--- src/rtl/instr_fetch_unit.sv ---
// Instruction fetch unit for a LEGv8 control path.
// Owns the PC, fetches one 32-bit word at a time over a req/ack memory port,
// hands it to decode over valid/ready, and stalls on CBZ until the datapath
// reports the branch outcome, then redirects the PC.
module instr_fetch_unit #(
    parameter int                ADDR_W   = 64,
    parameter logic [ADDR_W-1:0] RESET_PC = '0
) (
    input  logic              Clk,
    input  logic              Reset,
    input  logic              Enable,
    output logic              IMemReq,
    output logic [ADDR_W-1:0] IMemAddr,
    input  logic              IMemAck,
    input  logic [31:0]       IMemData,
    output logic              InstrValid,
    input  logic              InstrReady,
    output logic [31:0]       Instr,
    output logic [10:0]       OPCode,
    output logic [4:0]        Rm,
    output logic [4:0]        Rn,
    output logic [4:0]        Rd,
    output logic [ADDR_W-1:0] PCOut,
    input  logic              BranchValid,
    input  logic              BranchTaken
);

    typedef enum logic [1:0] {
        ST_IDLE    = 2'd0,
        ST_REQ     = 2'd1,
        ST_ISSUE   = 2'd2,
        ST_RESOLVE = 2'd3
    } state_t;

    localparam logic [ADDR_W-1:0] PC_STEP = ADDR_W'(4);
    localparam logic [7:0]        CBZ_OP  = 8'b1011_0100;

    // CBZ displacement: imm19 is a signed word offset, so sign-extend and scale by 4.
    function automatic logic [ADDR_W-1:0] cbz_offset(input logic [18:0] imm19);
        cbz_offset = {{(ADDR_W-21){imm19[18]}}, imm19, 2'b00};
    endfunction

    state_t              state_q, state_d;
    logic [ADDR_W-1:0]   pc_q, pc_d;
    logic [ADDR_W-1:0]   pcout_q, pcout_d;
    logic [31:0]         instr_q, instr_d;
    logic                req_q, req_d;
    logic                valid_q, valid_d;
    logic                is_cbz_s;
    logic [ADDR_W-1:0]   pc_next_seq_s;
    logic [ADDR_W-1:0]   pc_branch_s;

    assign is_cbz_s      = (instr_q[31:24] == CBZ_OP);
    assign pc_next_seq_s = pcout_q + PC_STEP;
    assign pc_branch_s   = pcout_q + cbz_offset(instr_q[23:5]);

    // Next-state, PC update and capture logic for the fetch sequencer.
    always_comb begin
        state_d = state_q;
        pc_d    = pc_q;
        pcout_d = pcout_q;
        instr_d = instr_q;
        case (state_q)
            ST_IDLE: begin
                if (Enable) begin
                    state_d = ST_REQ;
                end else begin
                    state_d = ST_IDLE;
                end
            end
            ST_REQ: begin
                if (IMemAck) begin
                    instr_d = IMemData;
                    pcout_d = pc_q;
                    state_d = ST_ISSUE;
                end else begin
                    state_d = ST_REQ;
                end
            end
            ST_ISSUE: begin
                if (InstrReady) begin
                    if (is_cbz_s) begin
                        state_d = ST_RESOLVE;
                    end else begin
                        // pc_q still equals pcout_q here; step from the issued address.
                        pc_d    = pc_next_seq_s;
                        state_d = Enable ? ST_REQ : ST_IDLE;
                    end
                end else begin
                    state_d = ST_ISSUE;
                end
            end
            ST_RESOLVE: begin
                if (BranchValid) begin
                    if (BranchTaken) begin
                        pc_d = pc_branch_s;
                    end else begin
                        pc_d = pc_next_seq_s;
                    end
                    state_d = Enable ? ST_REQ : ST_IDLE;
                end else begin
                    state_d = ST_RESOLVE;
                end
            end
            default: begin
                state_d = ST_IDLE;
            end
        endcase
    end

    // Handshake flags are registered copies of the upcoming state so outputs come straight from flops.
    always_comb begin
        req_d   = (state_d == ST_REQ);
        valid_d = (state_d == ST_ISSUE);
    end

    // State, PC and instruction registers; Reset overrides any in-flight handshake.
    always_ff @(posedge Clk) begin
        if (Reset) begin
            state_q <= ST_IDLE;
            pc_q    <= RESET_PC;
            pcout_q <= '0;
            instr_q <= 32'd0;
            req_q   <= 1'b0;
            valid_q <= 1'b0;
        end else begin
            state_q <= state_d;
            pc_q    <= pc_d;
            pcout_q <= pcout_d;
            instr_q <= instr_d;
            req_q   <= req_d;
            valid_q <= valid_d;
        end
    end

    assign IMemReq    = req_q;
    assign IMemAddr   = pc_q;
    assign InstrValid = valid_q;
    assign Instr      = instr_q;
    assign OPCode     = instr_q[31:21];
    assign Rm         = instr_q[20:16];
    assign Rn         = instr_q[9:5];
    assign Rd         = instr_q[4:0];
    assign PCOut      = pcout_q;

endmodule

--- config.mk ---
export PLATFORM = sky130hd
export DESIGN_NAME = instr_fetch_unit
export DESIGN_NICKNAME = d
export VERILOG_FILES = /design/src/rtl/instr_fetch_unit.sv
export SDC_FILE = /design/constraint.sdc
export NUM_CORES = 1
export LEC_CHECK = 0
export BUFFER_PORTS_ARGS = -buffer_cell sky130_fd_sc_hd__buf_2
export CAP_MARGIN = 5
export CORE_ASPECT_RATIO = 1.4
export CORE_MARGIN = 5
export CORE_UTILIZATION = 40
export CTS_CLUSTER_SIZE = 10
export DETAILED_ROUTE_END_ITERATION = 6
export PLACE_DENSITY = 0.59
export SKIP_CTS_REPAIR_TIMING = 1
export SYNTH_ARGS = -nofsm -noshare
export SYNTH_HDL_FRONTEND = slang
export SYNTH_SLANG_ARGS = --single-unit
--- constraint.sdc ---
create_clock -name Clk -period 7.8 [get_ports Clk]
set_clock_uncertainty 0.15 [all_clocks]
set_input_delay 1.56 -clock Clk [delete_from_list [all_inputs] [get_ports Clk]]
set_output_delay 1.56 -clock Clk [all_outputs]
set_load 0.01 [all_outputs]
==> impl_results.html, run 1 <==
<table>
<tr><th>Metric</th><th>Value</th></tr>
<tr><th colspan="2">Setup path</th></tr>
<tr><td>Count of buffering cells on the critical path with inverters included</td><td>1</td></tr>
<tr><td>Family with the most delay on the worst path</td><td>compound AO/OA/AOI/OAI gates</td></tr>
<tr><td>Worst-path cell chain</td><td>buf_4 -&gt; ha_1 -&gt; a21o_1 -&gt; a21o_1 -&gt; a21oi_1 -&gt; nand3b_1 -&gt; nor3_2 -&gt; nor2_1 -&gt; a311oi_1 -&gt; o2111ai_1 -&gt; o31a_1 -&gt; o211ai_1</td></tr>
<tr><td>Logic depth of the worst register-to-register path</td><td>12</td></tr>
<tr><td>Instance count on the critical path</td><td>12</td></tr>
<tr><td>CP startpoint kind</td><td>flip-flop</td></tr>
<tr><td>Critical path endpoint category</td><td>flip-flop</td></tr>
<tr><td>Library cell contributing the largest single delay on the critical path</td><td>a311oi_1</td></tr>
<tr><td>Largest stage delay, worst path</td><td>640 ps</td></tr>
<tr><td>Most frequent cell on the critical path</td><td>a21o_1</td></tr>
<tr><td>Crit Path Max Fanout</td><td>44</td></tr>
<tr><td>Arrival time of the worst setup path</td><td>4050 ps</td></tr>
<tr><td>Classification of the worst setup path</td><td>reg2reg</td></tr>
<tr><td>Data required, critical path</td><td>8010 ps</td></tr>
<tr><th colspan="2">Route</th></tr>
<tr><td>Via count</td><td>11250</td></tr>
<tr><td>Vias/cell</td><td>5.548</td></tr>
<tr><td>Count of routing violations after the opening detailed-route iteration</td><td>603</td></tr>
<tr><td>Post-detailed-route wirelength per cell</td><td>18.44 µm</td></tr>
<tr><td>DRT Pass-1 Iters</td><td>5</td></tr>
<tr><td>DRC violation count after routing</td><td>0</td></tr>
<tr><td>Final wirelength</td><td>37.40 mm</td></tr>
<tr><td>Final antenna-violating net count</td><td>0</td></tr>
<tr><th colspan="2">Clock network</th></tr>
<tr><td>Clk buf depth</td><td>2</td></tr>
<tr><td>Number of sinks on the clock net</td><td>164</td></tr>
<tr><td>CTS tree</td><td>yes</td></tr>
<tr><td>Clock Tree Root</td><td>clkbuf_16</td></tr>
<tr><td>TritonCTS buffer count</td><td>17</td></tr>
<tr><td>Clock Latency Late Sink</td><td>450 ps</td></tr>
<tr><td>Clk slew on worst S/H paths</td><td>70 ps</td></tr>
<tr><td>Number of levels in the clock H-tree</td><td>4</td></tr>
<tr><th colspan="2">Yosys</th></tr>
<tr><td>Ys async rst share</td><td>0%</td></tr>
<tr><td>Yosys warnings</td><td>0</td></tr>
<tr><td>Synthesized area per cell</td><td>7.368 µm²</td></tr>
<tr><td>Top_reg_cell synth</td><td>dfxtp_1</td></tr>
<tr><td>Number of register bits inferred by synthesis</td><td>164</td></tr>
<tr><td>Number of nets produced by synthesis</td><td>1615</td></tr>
<tr><td>Number of enable-type register cells in the synthesized netlist</td><td>0</td></tr>
<tr><td>Gate Count Post-Synth</td><td>1513</td></tr>
<tr><td>Post-synthesis instance area</td><td>0.01115 mm²</td></tr>
<tr><td>Number of distinct library cells after synthesis</td><td>77</td></tr>
<tr><td>Sequential fraction of the synthesis area</td><td>29.45%</td></tr>
<tr><th colspan="2">Global route</th></tr>
<tr><td>Largest net degree at the start of global routing</td><td>98</td></tr>
<tr><td>Number of global-route vias before repair</td><td>10870</td></tr>
<tr><td>Total gr overflow</td><td>0</td></tr>
<tr><td>Wire length of the first global-routing pass</td><td>59.24 mm</td></tr>
<tr><td>Initial antenna violation count</td><td>0</td></tr>
<tr><td>Tot GR Track Use</td><td>23.59%</td></tr>
<tr><th colspan="2">Die</th></tr>
<tr><td>Area of the placeable core</td><td>0.02757 mm²</td></tr>
<tr><td>Starting density of the core</td><td>40.44%</td></tr>
<tr><td>Die height</td><td>207.5 µm</td></tr>
<tr><td>Placement row count</td><td>72</td></tr>
<tr><td>Floorplan die area</td><td>0.03136 mm²</td></tr>
<tr><td>Die width</td><td>151.1 µm</td></tr>
<tr><td>Boundary pin count</td><td>227</td></tr>
<tr><th colspan="2">Job</th></tr>
<tr><td>Count of maximum capacitance violations</td><td>0</td></tr>
<tr><th colspan="2">Timing</th></tr>
<tr><td>Final total negative setup slack</td><td>0 ps</td></tr>
<tr><td>Tightest slew margin relative to the limit</td><td>14.20%</td></tr>
<tr><td>Final min period</td><td>3832 ps</td></tr>
<tr><td>Share of the cycle needed by the critical path after routing</td><td>49.13%</td></tr>
<tr><td>Unrepaired setup endpoints after global routing</td><td>false</td></tr>
<tr><td>Final Setup Violations</td><td>0</td></tr>
<tr><td>Worst path setup slack after routing</td><td>3968 ps</td></tr>
<tr><td>Transition at the pin with the smallest max-transition slack</td><td>1282 ps</td></tr>
<tr><td>Hold Vio Cnt, Final</td><td>0</td></tr>
<tr><td>Achievable clock frequency</td><td>0.2610 GHz</td></tr>
<tr><td>Pins Over Slew Limit</td><td>0</td></tr>
<tr><th colspan="2">Min path</th></tr>
<tr><td>Type of the worst min-delay path</td><td>reg2reg</td></tr>
<tr><td>Number of stages on the worst hold path</td><td>2</td></tr>
<tr><th colspan="2">Pwr</th></tr>
<tr><td>Worst ir drop on vdd</td><td>0.0001479 V</td></tr>
<tr><td>Power per Cell Area</td><td>149.8 mW/mm²</td></tr>
<tr><td>Leakage power total</td><td>5.578 nW</td></tr>
<tr><th colspan="2">Final layout</th></tr>
<tr><td>Highest-count cells in the layout ignoring fill and taps</td><td>nand2_1, buf_2, a21oi_1</td></tr>
<tr><td>Area overhead of the layout relative to synthesis</td><td>15.60%</td></tr>
<tr><td>Total inserted antenna cells</td><td>0</td></tr>
<tr><td>Number of nets at the end of the flow</td><td>1748</td></tr>
<tr><td>FILL cells</td><td>2883</td></tr>
<tr><td>Fraction of final layout cells with drive strength greater than 1</td><td>18.21%</td></tr>
<tr><td>Leading cell type in the layout, fill and taps excluded</td><td>nand2_1</td></tr>
<tr><th colspan="2">Status</th></tr>
<tr><td>Outcome</td><td>completed</td></tr>
<tr><th colspan="2">Placed design</th></tr>
<tr><td>Post-placement worst setup slack</td><td>3858 ps</td></tr>
<tr><td>Half-perimeter wire length of the detailed placement result</td><td>27.58 mm</td></tr>
<tr><td>Number of input and output port buffers inserted</td><td>226</td></tr>
<tr><td>Gpl congestion</td><td>0.9546</td></tr>
</table>
-- per-stage QoR --
step | power, W | utilization, % | instances | hold WS (ps) | area, µm²
6_report | 0.001931 | 46.75 | 2028 | 315.2 | 12890
5_1_grt | 0.001996 | 46.75 | 2028 | 335.2 | 12890
2_1_floorplan | 0.0009900 | - | 1513 | 295.5 | 11150
3_3_place_gp | 0.001044 | 44.51 | 1997 | 300.6 | 12270
3_5_place_dp | 0.001045 | 44.51 | 1997 | 307.4 | 12270
4_1_cts | 0.001948 | 46.75 | 2028 | 318.4 | 12890
-- worst register-to-register path: stages, from the launching register on --
cell,delay (ps)
dfxtp_2,360
buf_4,490
ha_1,430
a21o_1,200
a21o_1,170
a21oi_1,240
nand3b_1,130
nor3_2,300
nor2_1,160
a311oi_1,640
o2111ai_1,220
o31a_1,180
o211ai_1,90
-- cells by family after synthesis --
kind of cell	after synthesis	synth area share, %
compound gates	450	24.96
simple gates	581	23.89
buf+inv	146	5.971
mux	2	0.1796
fa+ha+maj	63	7.138
xor+xnor	107	8.406
flops	164	29.45
-- layer usage --
metal  vias up  share of wire (%)  track usage (%)
met2       301                 51            41.95
met3        67                4.9            4.717
li1       5600                  -                -
met5         -                  0                0
met4         0                3.6            9.825
met1      5284                 40            27.12
-- state kept, by name, indices dropped and copies added, names as in the netlist --
name / flops
IMemAddr: 64
PCOut: 64
Instr: 32
state_q: 2
IMemReq: 1
InstrValid: 1
-- area by class of cell --
cell class              instances  area [µm²]  share of cell area, %
clock buffers                  17       425.4                  3.301
clock inverters                14       191.4                  1.485
inverters                      24       90.09                 0.6990
multi-input cells            1203        7224                  56.06
flip-flops and latches        164        3284                  25.49
well taps                     370       462.9                  3.592
repair buffers                236        1209                  9.379
-- power breakdown --
part	switching, W	leakage, nW	internal, W	total, W
clock network	0.000392	0.302	0.000514	0.000906
logic	0.000112	3.95	0.0000515	0.000163
registers	0.0000126	1.32	0.000849	0.000861
-- synth_stat cells, drive strengths merged, types with 3 or more instances --
| master | instances | share of area, % |
|---|---|---|
| a211oi | 18 | 1.3 |
| a21boi | 3 | 0.20 |
| a21o | 34 | 2.3 |
| a21oi | 224 | 10 |
| a221oi | 3 | 0.24 |
| a22oi | 7 | 0.47 |
| a311oi | 3 | 0.24 |
| a31oi | 10 | 0.56 |
| a41oi | 3 | 0.24 |
| and2 | 7 | 0.39 |
| and3 | 22 | 1.3 |
| and4 | 11 | 0.86 |
| buf | 43 | 2.5 |
| clkbuf | 79 | 2.7 |
| dfxtp | 164 | 29 |
| ha | 62 | 7.0 |
| inv | 24 | 0.81 |
| nand2 | 336 | 11 |
| nand2b | 4 | 0.22 |
| nand3 | 33 | 1.5 |
| nand4 | 30 | 1.8 |
| nor2 | 70 | 2.5 |
| nor2b | 8 | 0.45 |
| nor3 | 23 | 1.1 |
| nor4 | 8 | 0.58 |
| o211ai | 35 | 2.4 |
| o21a | 6 | 0.40 |
| o21ai | 59 | 2.7 |
| o21bai | 10 | 0.71 |
| o22ai | 3 | 0.17 |
| o31a | 4 | 0.31 |
| o31ai | 6 | 0.49 |
| or2 | 9 | 0.51 |
| or3 | 11 | 0.62 |
| xnor2 | 66 | 5.2 |
| xor2 | 41 | 3.2 |
-- worst paths after layout --
| path | start | to | slack [ps] |
|---|---|---|---|
| min | Instr[1] | Instr[1] | 320 |
| min reg2reg | Instr[1] | Instr[1] | 320 |
| max reg2reg | Instr[23] | IMemAddr[61] | 3970 |
| max | Instr[23] | IMemAddr[61] | 3970 |
Power figures use the tool's default switching activity.
==> run 2, diff against run 1 <==
--- a/config.mk
+++ b/config.mk
@@ -5,6 +5,7 @@
 export SDC_FILE = /design/constraint.sdc
 export NUM_CORES = 1
 export LEC_CHECK = 0
+export ABC_AREA = 1
 export BUFFER_PORTS_ARGS = -buffer_cell sky130_fd_sc_hd__buf_2
 export CAP_MARGIN = 5
 export CORE_ASPECT_RATIO = 1.4
@@ -12,7 +13,7 @@
 export CORE_UTILIZATION = 40
 export CTS_CLUSTER_SIZE = 10
 export DETAILED_ROUTE_END_ITERATION = 6
-export PLACE_DENSITY = 0.59
+export PLACE_DENSITY = 0.6
 export SKIP_CTS_REPAIR_TIMING = 1
 export SYNTH_ARGS = -nofsm -noshare
 export SYNTH_HDL_FRONTEND = slang
==> constraint.sdc (replaced) <==
create_clock -name Clk -period 3.5 [get_ports Clk]
set_clock_uncertainty 0.15 [all_clocks]
set_input_delay 0.7 -clock Clk [delete_from_list [all_inputs] [get_ports Clk]]
set_output_delay 0.7 -clock Clk [all_outputs]
set_load 0.01 [all_outputs]
==> run 2 against run 1 <==
Fmax rose by 18%. Non-clock buffer count rose by 62. Power rose to 2.8 times the previous value. First-iteration DRC count rose by 140%. Clock-buffer cell count rose by 2. Synthesized cell count rose by 59%. Sequential cell count did not move. Setup slack got worse by 3700 ps. Cell area rose by 27%. Combinational power rose to 7.2 times the previous value. Register-to-register slack got worse by 3700 ps. Critical path type unchanged. Largest cell class unchanged.
==> impl_results.html, run 2 <==
<table>
<tr><th>Metric</th><th>Value</th></tr>
<tr><th colspan="2">Status</th></tr>
<tr><td>Outcome</td><td>completed</td></tr>
<tr><th colspan="2">Pwr</th></tr>
<tr><td>Power spent charging and discharging nets</td><td>0.001855 W (+260%)</td></tr>
<tr><td>Leakage power total</td><td>8.196 nW (+47%)</td></tr>
<tr><td>Share of power burned in combinational logic</td><td>22.2% (+14 points)</td></tr>
<tr><td>Total chip power</td><td>0.005314 W (+180%)</td></tr>
<tr><td>Sequential cell fraction of total power</td><td>39.6% (-5.0 points)</td></tr>
<tr><td>Internal</td><td>0.003459 W (+140%)</td></tr>
<tr><td>Part of the total power dissipated in the clock network</td><td>38.2% (-8.7 points)</td></tr>
<tr><td>Power per Cell Area</td><td>323.8 mW/mm² (+120%)</td></tr>
<tr><td>Switching share of power</td><td>34.91% (+8.2 points)</td></tr>
<tr><td>Worst ir drop on vdd</td><td>0.0003915 V (+160%)</td></tr>
<tr><th colspan="2">Clock network</th></tr>
<tr><td>Clk buf depth</td><td>2 (unchanged)</td></tr>
<tr><td>Clock Latency Late Sink</td><td>450 ps (about the same)</td></tr>
<tr><td>TritonCTS buffer count</td><td>17 (unchanged)</td></tr>
<tr><td>Clk slew on worst S/H paths</td><td>70 ps (about the same)</td></tr>
<tr><td>Number of sinks on the clock net</td><td>164 (unchanged)</td></tr>
<tr><td>Number of levels in the clock H-tree</td><td>4 (unchanged)</td></tr>
<tr><td>CTS tree</td><td>yes</td></tr>
<tr><td>Clock Tree Root</td><td>clkbuf_16</td></tr>
<tr><th colspan="2">Yosys</th></tr>
<tr><td>Number of distinct library cells after synthesis</td><td>51 (-34%)</td></tr>
<tr><td>Number of enable-type register cells in the synthesized netlist</td><td>0 (unchanged)</td></tr>
<tr><td>Area share of the largest cell type after synthesis</td><td>23.56% (-5.9 points)</td></tr>
<tr><td>Synthesized area per cell</td><td>5.800 µm² (-21%)</td></tr>
<tr><td>Synth area leader</td><td>dfxtp_1</td></tr>
<tr><td>Top cells by area, synth</td><td>dfxtp_1, nand2_1, inv_1</td></tr>
<tr><td>Post-synth top cells</td><td>nand2_1, inv_1, a21oi_1</td></tr>
<tr><td>Gate Count Post-Synth</td><td>2403 (+59%)</td></tr>
<tr><td>Number of nets produced by synthesis</td><td>2505 (+55%)</td></tr>
<tr><td>Cell with the most instances after synthesis</td><td>nand2_1</td></tr>
<tr><td>Top_reg_cell synth</td><td>dfxtp_1</td></tr>
<tr><td>Yosys warnings</td><td>0 (unchanged)</td></tr>
<tr><td>Number of register bits inferred by synthesis</td><td>164 (unchanged)</td></tr>
<tr><td>Post-synthesis instance area</td><td>0.01394 mm² (+25%)</td></tr>
<tr><td>Ys async rst share</td><td>0% (unchanged)</td></tr>
<tr><td>Sequential fraction of the synthesis area</td><td>23.56% (-5.9 points)</td></tr>
<tr><th colspan="2">Die</th></tr>
<tr><td>Die width</td><td>167.8 µm (+11%)</td></tr>
<tr><td>Placement row count</td><td>81 (+13%)</td></tr>
<tr><td>Floorplan die area</td><td>0.03873 mm² (+24%)</td></tr>
<tr><td>Area of the placeable core</td><td>0.03466 mm² (+26%)</td></tr>
<tr><td>Die height</td><td>230.9 µm (+11%)</td></tr>
<tr><td>Boundary pin count</td><td>227 (unchanged)</td></tr>
<tr><td>Starting density of the core</td><td>40.21% (-0.23 points)</td></tr>
<tr><th colspan="2">Route</th></tr>
<tr><td>DRC violation count after routing</td><td>0 (unchanged)</td></tr>
<tr><td>Vias/cell</td><td>5.435 (-2.0%)</td></tr>
<tr><td>Final antenna-violating net count</td><td>0 (unchanged)</td></tr>
<tr><td>Post-detailed-route wirelength per cell</td><td>22.97 µm (+25%)</td></tr>
<tr><td>Count of routing violations after the opening detailed-route iteration</td><td>1432 (+140%)</td></tr>
<tr><td>Via count</td><td>16840 (+50%)</td></tr>
<tr><td>Final wirelength</td><td>71.16 mm (+90%)</td></tr>
<tr><td>DRT Pass-1 Iters</td><td>6 (+1)</td></tr>
<tr><th colspan="2">Setup path</th></tr>
<tr><td>Crit Path Max Fanout</td><td>5 (-89%)</td></tr>
<tr><td>Worst-path cell chain</td><td>ha_1 -&gt; fa_1 -&gt; nand3_1 -&gt; nand3_1 -&gt; inv_1 -&gt; o21ai_0 -&gt; nand2_1 -&gt; nand3_1 -&gt; nand3_1 -&gt; nand3_1 -&gt; nand3_1 -&gt; a21oi_1</td></tr>
<tr><td>Most frequent cell on the critical path</td><td>nand3_1</td></tr>
<tr><td>Worst R2R Setup Slack</td><td>260 ps (-3710 ps)</td></tr>
<tr><td>Family with the most delay on the worst path</td><td>simple AND/OR/NAND/NOR gates</td></tr>
<tr><td>Library cell contributing the largest single delay on the critical path</td><td>dfxtp_1</td></tr>
<tr><td>Critical path endpoint category</td><td>flip-flop</td></tr>
<tr><td>Data required, critical path</td><td>3730 ps (-4280 ps)</td></tr>
<tr><td>CP startpoint kind</td><td>flip-flop</td></tr>
<tr><td>Count of buffering cells on the critical path with inverters included</td><td>1 (unchanged)</td></tr>
<tr><td>Arrival time of the worst setup path</td><td>3480 ps (-570 ps)</td></tr>
<tr><td>Largest stage delay, worst path</td><td>440 ps (-200 ps)</td></tr>
<tr><td>Classification of the worst setup path</td><td>reg2reg</td></tr>
<tr><th colspan="2">Final layout</th></tr>
<tr><td>Fraction of final layout cells with drive strength greater than 1</td><td>15.15% (-3.1 points)</td></tr>
<tr><td>Highest-count cells in the layout ignoring fill and taps</td><td>nand2_1, inv_1, a21oi_1</td></tr>
<tr><td>Area overhead of the layout relative to synthesis</td><td>17.76%</td></tr>
<tr><td>Post-route design area</td><td>0.01641 mm² (+27%)</td></tr>
<tr><td>Leading cell type in the layout, fill and taps excluded</td><td>nand2_1</td></tr>
<tr><td>Final Util</td><td>47.35% (+0.60 points)</td></tr>
<tr><td>Number of nets at the end of the flow</td><td>2730 (+56%)</td></tr>
<tr><th colspan="2">Timing</th></tr>
<tr><td>Transition at the pin with the smallest max-transition slack</td><td>867.7 ps (-414.5 ps)</td></tr>
<tr><td>Share of the cycle needed by the critical path after routing</td><td>92.69% (+44 points)</td></tr>
<tr><td>Unrepaired setup endpoints after global routing</td><td>false</td></tr>
<tr><td>Final total negative setup slack</td><td>0 ps (unchanged)</td></tr>
<tr><td>Tightest slew margin relative to the limit</td><td>41.54% (+27 points)</td></tr>
<tr><td>Final Setup Violations</td><td>0 (unchanged)</td></tr>
<tr><td>Hold Vio Cnt, Final</td><td>0 (unchanged)</td></tr>
<tr><td>Final min period</td><td>3244 ps (-587.8 ps)</td></tr>
<tr><td>Pins Over Slew Limit</td><td>0 (unchanged)</td></tr>
<tr><td>Achievable clock frequency</td><td>0.3082 GHz (+18%)</td></tr>
<tr><th colspan="2">Global route</th></tr>
<tr><td>Wire length of the first global-routing pass</td><td>102.1 mm (+72%)</td></tr>
<tr><td>Initial antenna violation count</td><td>0 (unchanged)</td></tr>
<tr><td>Largest net degree at the start of global routing</td><td>63 (-36%)</td></tr>
<tr><td>Tot GR Track Use</td><td>35.51% (+12 points)</td></tr>
<tr><td>Number of global-route vias before repair</td><td>16100 (+48%)</td></tr>
<tr><td>Total gr overflow</td><td>0 (unchanged)</td></tr>
<tr><th colspan="2">Placed design</th></tr>
<tr><td>Half-perimeter wire length of the detailed placement result</td><td>59.32 mm (+120%)</td></tr>
<tr><td>Gpl congestion</td><td>1.018 (+6.7%)</td></tr>
<tr><td>Placement-stage cell area</td><td>0.01580 mm² (+29%)</td></tr>
<tr><td>Number of input and output port buffers inserted</td><td>226 (unchanged)</td></tr>
<tr><th colspan="2">Job</th></tr>
<tr><td>Count of maximum capacitance violations</td><td>0 (unchanged)</td></tr>
<tr><th colspan="2">Min path</th></tr>
<tr><td>Type of the worst min-delay path</td><td>reg2reg</td></tr>
</table>
[run 2: final timing paths]
path / from / endpoint / cells after the start
setup / recovery: PCOut[2] / IMemAddr[56] / 12
hold / removal: Instr[4] / Instr[4] / 2
setup reg to reg: PCOut[2] / IMemAddr[56] / 12
hold reg to reg: Instr[4] / Instr[4] / 2
[run 2: stage by stage]
step | cells | hold WS, ps | setup slack (ps)
floorplan | 2403 | 294.4 | 462.0
global route | 3097 | 343.6 | 194.6
CTS | 3097 | 317.0 | 301.9
detailed placement | 3065 | 305.5 | 323.4
global placement | 3065 | 291.9 | 278.6
finish | 3098 | 315.9 | 255.9
[run 2: final cells by class]
| class | instances | area (µm²) |
|---|---|---|
| fill | 3864 | 18250 |
| clock buffer | 19 | 442.9 |
| antenna | 1 | 2.502 |
| clock inverter | 13 | 166.4 |
| tap | 456 | 570.5 |
| inverter | 406 | 1524 |
| sequential | 164 | 3284 |
| multi-input combinational | 1741 | 8662 |
| timing repair buffer | 298 | 1759 |
[run 2: power by group through the flow]
stage | clock (W) | sequential, W | combinational (W)
2_1_floorplan | 0 | 0.00216 | 0.000579
3_3_place_gp | 0 | 0.00214 | 0.00116
3_5_place_dp | 0 | 0.00214 | 0.00117
4_1_cts | 0.00205 | 0.00210 | 0.00117
5_1_grt | 0.00211 | 0.00211 | 0.00127
6_report | 0.00203 | 0.00211 | 0.00118
[run 2: layer usage]
layer	global-route usage [%]	share of wire (%)
met1	36.58	35
met2	61.66	48
met3	4.813	5.7
met4	32.68	11
met5	0	0
[run 2: logic make-up after synthesis]
| group | after synthesis | share of synthesized area [%] |
|---|---|---|
| buffers and inverters | 498 | 14.42 |
| xor gates and xnor gates | 14 | 0.8798 |
| adders and majority gates | 63 | 5.710 |
| AOI/OAI and AO/OA | 481 | 18.13 |
| and+or+nand+nor | 1183 | 37.31 |
| DFF | 164 | 23.56 |
[run 2: worst reg2reg max path: cells and delay by family (launching register included)]
family	cells	cell delay [ps]
simple gates	7	1160
buf+inv	1	110
flops	1	440
fa+ha+maj	2	800
compound gates	2	520
